[src/rtl/ysyx_22040088_fetch_unit_if.sv]
// rtl/ysyx_22040088_fetch_unit_if.sv - fetch unit bus bundle: imem request/response, decode handshake, redirect
interface ysyx_22040088_fetch_unit_if #(
    parameter int XLEN = 64
);
    logic            imem_req;
    logic [XLEN-1:0] imem_addr;
    logic            imem_gnt;
    logic            imem_rvalid;
    logic [31:0]     imem_rdata;
    logic            inst_valid;
    logic            inst_ready;
    logic [31:0]     inst;
    logic [XLEN-1:0] inst_pc;
    logic            redirect_valid;
    logic [XLEN-1:0] redirect_pc;

    modport master (
        output imem_req, imem_addr, inst_valid, inst, inst_pc,
        input  imem_gnt, imem_rvalid, imem_rdata, inst_ready, redirect_valid, redirect_pc
    );

    modport slave (
        input  imem_req, imem_addr, inst_valid, inst, inst_pc,
        output imem_gnt, imem_rvalid, imem_rdata, inst_ready, redirect_valid, redirect_pc
    );
endinterface

[src/rtl/ysyx_22040088_fetch_unit.sv]
// rtl/ysyx_22040088_fetch_unit.sv - single-outstanding instruction fetch stage with one-entry buffer
module ysyx_22040088_fetch_unit #(
    parameter int              XLEN     = 64,
    parameter logic [XLEN-1:0] RESET_PC = 64'h8000_0000
) (
    input  logic                          clk,
    input  logic                          rst,
    ysyx_22040088_fetch_unit_if.master    bus
);
    typedef enum logic [1:0] {S_REQ, S_WAIT, S_OUT, S_DRAIN} state_t;

    state_t          state;
    logic [XLEN-1:0] pc;
    logic            req_q;
    logic            valid_q;
    logic [31:0]     inst_q;
    logic [XLEN-1:0] inst_pc_q;
    logic [XLEN-1:0] redirect_aligned;
    logic            unused_redirect_lsbs;

    assign redirect_aligned     = {bus.redirect_pc[XLEN-1:2], 2'b00};
    assign unused_redirect_lsbs = &{1'b0, bus.redirect_pc[1:0]};

    assign bus.imem_req   = req_q;
    assign bus.imem_addr  = pc;
    assign bus.inst_valid = valid_q;
    assign bus.inst       = inst_q;
    assign bus.inst_pc    = inst_pc_q;

    always_ff @(posedge clk) begin
        if (rst) begin
            state     <= S_REQ;
            pc        <= RESET_PC;
            req_q     <= 1'b0;
            valid_q   <= 1'b0;
            inst_q    <= 32'h0000_0013;
            inst_pc_q <= '0;
        end else begin
            case (state)
                // S_REQ with req_q low is the one-cycle bubble after reset
                S_REQ: begin
                    if (!req_q) begin
                        req_q <= 1'b1;
                    end else if (bus.imem_gnt) begin
                        req_q <= 1'b0;
                        state <= bus.redirect_valid ? S_DRAIN : S_WAIT;
                    end
                end
                S_WAIT: begin
                    if (bus.imem_rvalid) begin
                        if (bus.redirect_valid) begin
                            state <= S_REQ;
                            req_q <= 1'b1;
                        end else begin
                            inst_q    <= bus.imem_rdata;
                            inst_pc_q <= pc;
                            pc        <= pc + XLEN'(4);
                            valid_q   <= 1'b1;
                            state     <= S_OUT;
                        end
                    end else if (bus.redirect_valid) begin
                        state <= S_DRAIN;
                    end
                end
                S_OUT: begin
                    if (bus.redirect_valid || bus.inst_ready) begin
                        valid_q <= 1'b0;
                        state   <= S_REQ;
                        req_q   <= 1'b1;
                    end
                end
                S_DRAIN: begin
                    if (bus.imem_rvalid) begin
                        state <= S_REQ;
                        req_q <= 1'b1;
                    end
                end
                default: begin
                    state <= S_REQ;
                    req_q <= 1'b1;
                end
            endcase
            // Redirect overrides any pc update made above and flushes the buffer
            if (bus.redirect_valid) begin
                pc      <= redirect_aligned;
                valid_q <= 1'b0;
            end
        end
    end
endmodule

[src/flat_wrapper.sv]
// flat-port wrapper written by rule: the top's interface ports become plain ports
module ysyx_22040088_fetch_unit_flat 
#(
    parameter int              XLEN     = 64,
    parameter logic [XLEN-1:0] RESET_PC = 64'h8000_0000
)
  (clk, rst, bus_imem_req, bus_imem_addr, bus_inst_valid, bus_inst, bus_inst_pc, bus_imem_gnt, bus_imem_rvalid, bus_imem_rdata, bus_inst_ready, bus_redirect_valid, bus_redirect_pc);
  ysyx_22040088_fetch_unit_if #(.XLEN(XLEN)) bus_i ();
  input  logic clk;
  input  logic rst;
  output wire logic [$bits(bus_i.imem_req)-1:0] bus_imem_req;
  output wire logic [$bits(bus_i.imem_addr)-1:0] bus_imem_addr;
  output wire logic [$bits(bus_i.inst_valid)-1:0] bus_inst_valid;
  output wire logic [$bits(bus_i.inst)-1:0] bus_inst;
  output wire logic [$bits(bus_i.inst_pc)-1:0] bus_inst_pc;
  input wire logic [$bits(bus_i.imem_gnt)-1:0] bus_imem_gnt;
  input wire logic [$bits(bus_i.imem_rvalid)-1:0] bus_imem_rvalid;
  input wire logic [$bits(bus_i.imem_rdata)-1:0] bus_imem_rdata;
  input wire logic [$bits(bus_i.inst_ready)-1:0] bus_inst_ready;
  input wire logic [$bits(bus_i.redirect_valid)-1:0] bus_redirect_valid;
  input wire logic [$bits(bus_i.redirect_pc)-1:0] bus_redirect_pc;
  assign bus_imem_req = bus_i.imem_req;
  assign bus_imem_addr = bus_i.imem_addr;
  assign bus_inst_valid = bus_i.inst_valid;
  assign bus_inst = bus_i.inst;
  assign bus_inst_pc = bus_i.inst_pc;
  assign bus_i.imem_gnt = bus_imem_gnt;
  assign bus_i.imem_rvalid = bus_imem_rvalid;
  assign bus_i.imem_rdata = bus_imem_rdata;
  assign bus_i.inst_ready = bus_inst_ready;
  assign bus_i.redirect_valid = bus_redirect_valid;
  assign bus_i.redirect_pc = bus_redirect_pc;
  ysyx_22040088_fetch_unit #(.XLEN(XLEN), .RESET_PC(RESET_PC)) u_core (.clk(clk), .rst(rst), .bus(bus_i));
endmodule
[config.mk]
export PLATFORM = sky130hd
export DESIGN_NAME = ysyx_22040088_fetch_unit_flat
export DESIGN_NICKNAME = d
export VERILOG_FILES = /design/src/rtl/ysyx_22040088_fetch_unit_if.sv /design/src/rtl/ysyx_22040088_fetch_unit.sv /design/src/flat_wrapper.sv
export SDC_FILE = /design/constraint.sdc
export NUM_CORES = 1
export LEC_CHECK = 0
export ABC_AREA = 1
export BUFFER_PORTS_ARGS = -buffer_cell sky130_fd_sc_hd__buf_2
export CAP_MARGIN = 5
export CORE_MARGIN = 8
export CORE_UTILIZATION = 51
export DETAILED_ROUTE_END_ITERATION = 8
export PLACE_DENSITY = 0.88
export SKIP_CTS_REPAIR_TIMING = 1
export SYNTH_ARGS = -nofsm -noshare
export SYNTH_HDL_FRONTEND = slang
export SYNTH_SLANG_ARGS = --single-unit
[constraint.sdc]
create_clock -name clk -period 1.9 [get_ports clk]
set_input_delay 0.38 -clock clk [delete_from_list [all_inputs] [get_ports clk]]
set_output_delay 0.38 -clock clk [all_outputs]
set_load 0.005 [all_outputs]
==> flow_metrics.tcl, run 1 <==
set metrics [dict create \
    drtIter0Drc 1127 \
    pre_cts_slack_ps -16.6 \
    synth_cell_types 36 \
    ff2ff_setup_slack_ps 70 \
    ys_async_sr_fraction_pct 0 \
    num-fill-cells 1285 \
    gp_congestion 0.990 \
    start_util_pct 52.2 \
    crit_top_cell "nand2_1" \
    grtUsageTotal_pct 30.1 \
    run_status "finished clean" \
    synthFlopType "dfxtp_1" \
    place_area_um2 9870 \
    worstPathRequired_ps 2200 \
    dr.pass1.iters 7 \
    crit_fanout 6 \
    dieArea_um2 19800 \
    vias 9724 \
    grt_pass1_wl_um 47400 \
    post_synth.cell_area_avg_um2 6.47 \
    ant_nets 0 \
    hold_path.class "input pin to flip-flop" \
    worstPathCellList "nand2_1 -> nor2_1 -> nand2_1 -> buf_4 -> nor2_1 -> nand2_1 -> o21ai_0 -> nand3_1 -> nand2_1 -> a21oi_1" \
    viasPerCell 5.60 \
    critPathBufInv 1 \
    cts_buffers 17 \
    row_count 45 \
    wl_per_cell_um 18.4 \
    clock.fmax_mhz 548 \
    nNetsFinal 1636 \
    synth_area_leaders "dfxtp_1 40%, nand2_1 13%, nor2_1 13%, o21ai_0 6.1%, a21oi_1 5.3%" \
    die_w_um 141 \
    period_share_pct 96.1 \
    ir_drop_v 0.000685 \
    remaining_drc_errors 0 \
    grt_pass1_vias 8968 \
    pwr_density_cell_nw_per_um2 902 \
    cts_tree "built" \
    crit_type "flip-flop to flip-flop" \
    ctsLongestPathBuffers 2 \
    cpPeakStageDelay_ps 420 \
    fin_area_um2 10600 \
    post-dp-hpwl_um 23200 \
    synth_top_area_share_pct 40.4 \
    drt_wl_total_um 32000 \
    synth.largest_area_cell "dfxtp_1" \
    fin_crit_ps 1830 \
    synth_common_cells "284 x nand2_1, 268 x nor2_1, 160 x dfxtp_1" \
    cp-end-kind "flip-flop" \
    ios 264 \
    overflow 0 \
    seq_area_um2 3220 \
    dieHeight_um 141 \
    hold_viol_final 0 \
    critPathTopFamily "simple AND/OR/NAND/NOR gates" \
    post-route-util_pct 69.7 \
    synth_most_common_cell "nand2_1" \
    maxCapViolations 0 \
    finalSetupViolCount 0 \
    p_leak_uw 0.00498 \
    synth_area_um2 7930 \
    core_area_um2 15200 \
    htreeDepth 4 \
    yosysWarnings 0 \
    fin_worst_skew_ps 13.3 \
    multi_input_area_um2 4210 \
    synth_edf_count 0 \
    insertion_delay_ps 440 \
    cts-root-buf "clkbuf_16" \
    synthToLayoutAreaGrowth_pct 33.6 \
    worstPathArrival_ps 2130 \
    antenna_found_initial 1 \
    drv_slew 0 \
    startpoint_type "flip-flop" \
    syn_inst 1225 \
    drive_above_1_share_pct 28.0 \
    port_buffers 257 \
    clock_sinks 160 \
    grt_max_degree 106 \
    clk_pin_slew_ps 70 \
    critPathSlowestCell "dfxtp_1" \
    ys_seq_area_share_pct 40.4 \
    fin_ws_ps 73.6 \
    ys_seq_elements 160 \
]
==> metrics by stage <==
step | TNS (ps) | cells | total power, uW | hold WS, ps
floorplan | 0 | 1228 | 5120 | 453
global placement | 0 | 1696 | 6010 | 434
detailed placement | -16.6 | 1696 | 6080 | 437
CTS | -243 | 1728 | 9460 | 148
global route | -1.31 | 1735 | 9930 | 157
finish | 0 | 1735 | 9560 | 157
==> layer usage <==
| metal | track usage [%] | share of wire (%) |
|---|---|---|
| met1 | 37.2 | 39 |
| met2 | 50.1 | 47 |
| met3 | 6.82 | 11 |
| met4 | 11.9 | 3.3 |
| met5 | 0 | 0 |
==> cell type report <==
cell class | instances | area share, %
antenna | 1 | 0.0236
clock buffer | 17 | 4.02
clock inverter | 15 | 1.41
inverter | 84 | 3.00
multi-input combinational | 920 | 39.7
sequential | 160 | 30.3
tap | 188 | 2.22
timing repair buffer | 350 | 19.2
==> state kept, by name, indices dropped and copies added (netlist names) <==
name / cells
u_core.bus.imem_addr: 62
u_core.bus.imem_req: 1
u_core.bus.inst: 32
u_core.bus.inst_pc: 62
u_core.bus.inst_valid: 1
u_core.state: 2
==> cell usage in the layout, fill, tap and decap left out, types with 3 or more instances in the layout <==
cell and n:
clkbuf_16 18, or2_0 7, a211oi_1 5, nor2_1 259, nand2_1 277, o21ai_0 91
inv_2 5, buf_2 257, or2_1 3, buf_6 3, a31oi_1 19, xor2_1 4
nor2_2 10, conb_1 4, inv_8 3, a22oi_1 6, nand2_2 9, nor2_4 8
nand4_1 8, clkinvlp_4 3, inv_1 78, dfxtp_2 10, or2_2 5, buf_4 87
nand3_1 72, a21oi_1 83, o211a_1 7, o21ai_1 6, o211ai_1 11, dfxtp_1 150
nor3_1 16, inv_6 4
==> logic make-up after synthesis <==
family,synth area share (%)
AOI/OAI and AO/OA,16.3
xor gates and xnor gates,0.552
adders and majority gates,0.158
buffers and inverters,7.53
DFF,40.4
other,0.0473
and+or+nand+nor,35.0
==> worst reg2reg max path, stage by stage, from the launching register on <==
cell	delay, ps
dfxtp_1	420
nand2_1	70
nor2_1	270
nand2_1	120
buf_4	160
nor2_1	140
nand2_1	110
o21ai_0	170
nand3_1	100
nand2_1	80
a21oi_1	60
==> path summary, 6_finish.rpt <==
path                                 start                        to  cells past startpoint
setup / recovery  u_core.bus.imem_addr[45]  u_core.bus.imem_addr[53]                     10
hold / removal           bus_imem_rdata[4]        u_core.bus.inst[4]                      3
setup reg to reg  u_core.bus.imem_addr[45]  u_core.bus.imem_addr[53]                     10
hold reg to reg         u_core.bus.inst[0]        u_core.bus.inst[0]                      2
==> where the power goes <==
group	internal [uW]	switching [uW]
registers	3740	288
clock network	1840	1560
logic	844	1280
Power figures use the tool's default switching activity.
==> inputs of run 2 (changes only) <==
Settings changed: CORE_ASPECT_RATIO from default to 1.25.
==> flow_metrics.tcl, run 2 (synthesis gave the netlist of run 1 again) <==
set metrics [dict create \
    run_status "finished clean" \
    core_area_um2 15400 \
    fin_worst_skew_ps 12.8 \
    multi_input_area_um2 4240 \
    drtIter0Drc 994 \
    p_leak_uw 0.00492 \
    dieArea_um2 19800 \
    cts-root-buf "clkbuf_16" \
    hold_viol_final 0 \
    clock.fmax_mhz 549 \
    antenna_found_initial 2 \
    crit_fanout 5 \
    final_common_cell "nand2_1" \
    maxCapViolations 0 \
    hold_path.class "input pin to flip-flop" \
    cp-end-kind "flip-flop" \
    dr.pass1.iters 6 \
    setup_tns_ps 0 \
    insertion_delay_ps 440 \
    grt_pass1_vias 8985 \
    num-fill-cells 1334 \
    mostFrequentLayoutCells "273 x nand2_1, 257 x buf_2, 252 x nor2_1, 152 x dfxtp_1, 89 x o21ai_0" \
    hold_path.startpoint "bus_imem_rdata[0]" \
    clk_pin_slew_ps 70 \
    post-dp-hpwl_um 23700 \
    worstPathRequired_ps 2210 \
    row_count 51 \
    htreeDepth 4 \
    grtUsageTotal_pct 30.7 \
    dieHeight_um 155 \
    rr_startpoint "u_core.bus.imem_addr[26]" \
    die_w_um 128 \
    viasPerCell 5.40 \
    synthToLayoutAreaGrowth_pct 33.2 \
    remaining_drc_errors 0 \
    port_buffers 257 \
    drive_above_1_share_pct 27.8 \
    ctsLongestPathBuffers 2 \
    wl_per_cell_um 17.9 \
    crit_type "flip-flop to flip-flop" \
    drv_slew 0 \
    seq_area_um2 3210 \
    worstPathArrival_ps 2130 \
    cp-startpoint "u_core.bus.imem_addr[26]" \
    nNetsFinal 1622 \
    ir_drop_v 0.000628 \
    ant_nets 0 \
    vias 9426 \
    cts_tree "built" \
    start_util_pct 51.6 \
    fin_crit_ps 1820 \
    cts_buffers 17 \
    rsz0062_at_grt "false" \
    pwr_density_cell_nw_per_um2 889 \
    finalSetupViolCount 0 \
    clock_sinks 160 \
    power_uw 9390 \
    drt_wl_total_um 31200 \
    period_share_pct 96.0 \
    overflow 0 \
    gp_congestion 0.957 \
    ios 264 \
    grt_max_degree 76 \
    grt_pass1_wl_um 48100 \
    startpoint_type "flip-flop" \
]
## run 2: changes by cell type in the layout (fill, tap and decap cells not counted), sizes merged
cell,before,now
clkbuf,18,19
diode,1,2
bufinv,1,0
buf,349,336
inv,91,92
clkinvlp,3,1
## run 2: path summary, 6_finish.rpt
path | endpoint | slack [ps] | cells after the start
worst max-delay path | u_core.bus.imem_addr[50] | 80 | 9
worst max register to register | u_core.bus.imem_addr[50] | 80 | 9
worst min register to register | u_core.bus.inst[0] | 460 | 2
worst min-delay path | u_core.bus.inst[0] | 160 | 3
## run 2: per-layer routing
metal	part of all wire, %	up-vias	GRT usage, %
met5	0	-	0
met3	9.3	62	6.82
met2	48	455	50.9
met1	39	4347	36.8
met4	3.8	0	15.2
li1	-	4562	-
## run 2: cell type report
class	count	share of cell area (%)
Multi-Input combinational cell	920	40.2
Sequential cell	160	30.4
Timing Repair Buffer	336	18.6
Clock buffer	19	4.19
Inverter	84	2.99
Tap cell	212	2.51
Clock inverter	13	1.10
Antenna cell	2	0.0474
## run 2: worst max-delay path: stages (launching register included)
cell and delay [ps]:
dfxtp_1 450, nand2_1 150, nor2_2 210, nand2_1 140
nor2_1 210, nand3_1 160, nand2_1 90, nand2_1 50
o21ai_0 170, a21oi_1 90
## run 2: power by group
part / leakage (uW) / internal (uW) / switching [uW]
clock network: 0.000275 / 1760 / 1560
logic: 0.00334 / 826 / 1220
registers: 0.00131 / 3740 / 284
total: 0.00492 / 6320 / 3070
## run 2: through the flow
step	util, %	hold WS, ps	cell area [um^2]	cells	setup slack (ps)
2_1_floorplan	-	453	7940	1228	218
3_3_place_gp	64.2	433	9880	1712	41.5
3_5_place_dp	64.2	445	9880	1712	-42.3
4_1_cts	67.9	143	10400	1744	-59.1
5_1_grt	68.7	161	10600	1746	11.4
6_report	68.7	156	10600	1746	76.9
==> inputs of run 3 (changes only) <==
Settings changed: CORE_UTILIZATION 51 to 46, PLACE_DENSITY 0.88 to 0.84.
Clock period 1.9 ns to 1.5 ns, I/O delays scaled along.
==> flow_metrics.tcl, run 3 (synthesis gave the netlist of run 1 again) <==
set metrics [dict create \
    run_status "complete, but fails checks" \
    failed_checks "negative setup slack" \
    grt_pass1_wl_um 49600 \
    gp_congestion 1.01 \
    port_buffers 257 \
    ctsLongestPathBuffers 2 \
    pre_cts_slack_ps -277 \
    htreeDepth 4 \
    cts_tree "built" \
    start_util_pct 47.1 \
    num-fill-cells 1098 \
    remaining_drc_errors 0 \
    pwr_density_cell_nw_per_um2 1060 \
    clk_pin_slew_ps 80 \
    clock.fmax_mhz 538 \
    antenna_found_initial 3 \
    startpoint_type "flip-flop" \
    crit_type "flip-flop to flip-flop" \
    multi_input_area_um2 4910 \
    fin_ws_ps -359 \
    die_w_um 133 \
    critPathSlowestCell "dfxtp_2" \
    drive_above_1_share_pct 44.1 \
    crit_fanout 3 \
    worstPathArrival_ps 2170 \
    clock_sinks 160 \
    cp-end-kind "flip-flop" \
    fin_worst_skew_ps 11.0 \
    ant_nets 0 \
    grtUsageTotal_pct 28.4 \
    critPathBufInv 3 \
    grt_pass1_vias 9497 \
    row_count 53 \
    nNetsFinal 1773 \
    seq_area_um2 3240 \
    post-dp-hpwl_um 25000 \
    mostFrequentLayoutCells "257 x buf_2, 246 x nand2_1, 194 x nor2_1, 179 x buf_4, 140 x dfxtp_1" \
    hold_path.class "input pin to flip-flop" \
    hold_viol_final 0 \
    synthToLayoutAreaGrowth_pct 62.6 \
    period_share_pct 124 \
    critPathTopFamily "simple AND/OR/NAND/NOR gates" \
    dieHeight_um 163 \
    ios 264 \
    ir_drop_v 0.000851 \
    viasPerCell 5.80 \
    finalSetupViolCount 118 \
    vias 11053 \
    cts-root-buf "clkbuf_16" \
    overflow 0 \
    final_common_cell "buf_2" \
    p_leak_uw 0.00598 \
    dr.pass1.iters 9 \
    wl_per_cell_um 20.9 \
    post-route-util_pct 76.5 \
    cts_buffers 17 \
    grt_max_degree 76 \
    drt_wl_total_um 39900 \
    drv_slew 0 \
    fin_crit_ps 1860 \
    dieArea_um2 21700 \
    cpPeakStageDelay_ps 370 \
    maxCapViolations 0 \
    setup_tns_ps -14630 \
    power_uw 13700 \
    core_area_um2 16800 \
    worstPathRequired_ps 1810 \
    insertion_delay_ps 450 \
    worstPathCellList "nand2_1 -> buf_4 -> nor2_1 -> nand2_1 -> nor2_4 -> buf_6 -> buf_12 -> nand3_2 -> nand2_1 -> nand3_1 -> nand2_1 -> a21oi_1" \
    rsz0062_at_grt "true" \
    hold_slack_ps 54.5 \
    crit_top_cell "nand2_1" \
    drtIter0Drc 1461 \
]
## run 3: changes by cell type in the layout (fill, tap and decap cells not counted), moves of 17 or more
cell | before | now
o21ai_0 | 89 | 39
buf_6 | 2 | 21
nor2_2 | 17 | 50
nand2_1 | 273 | 246
o21ai_2 | 0 | 39
buf_4 | 71 | 179
nor2_4 | 8 | 33
nand2_2 | 13 | 30
nor2_1 | 252 | 194
## run 3: power breakdown
part / total [uW] / internal (uW) / switching [uW]
sequential: 5120 / 4750 / 375
combinational: 3890 / 1760 / 2130
clock: 4650 / 2440 / 2210
## run 3: layout make-up
type / instances / area share [%]
multi-input cells: 920 / 38.1
repair buffers: 487 / 27.1
flip-flops and latches: 160 / 25.1
clock buffers: 17 / 3.30
inverters: 84 / 2.48
well taps: 220 / 2.14
clock inverters: 15 / 1.65
diodes: 3 / 0.0582
## run 3: path summary, 6_finish.rpt
path                      startpoint                        to  slack (ps)  cells after the start
max          u_core.bus.imem_addr[8]  u_core.bus.imem_addr[48]        -360                     12
min               bus_imem_rdata[16]       u_core.bus.inst[16]          50                      3
max reg2reg  u_core.bus.imem_addr[8]  u_core.bus.imem_addr[48]        -360                     12
min reg2reg       u_core.bus.inst[1]        u_core.bus.inst[1]         480                      2
## run 3: per-layer routing
layer	wire length, um	vias to the layer above	global-route usage [%]
met5	0	-	0
met4	2960	0	16.8
met3	4860	248	5.59
met2	18200	896	46.1
met1	13900	5027	34.4
li1	-	4882	-
## run 3: worst min-delay path, cell delays in order
cell and delay, ps:
buf_2 70, nor2_1 30, nor2_1 60
## run 3: metrics by stage
step | instances | instance area (um^2)
after floorplan | 1228 | 7980
after global placement | 1833 | 10800
after detailed placement | 1833 | 10800
after CTS | 1865 | 11400
after global routing | 1906 | 12900
final | 1906 | 12900
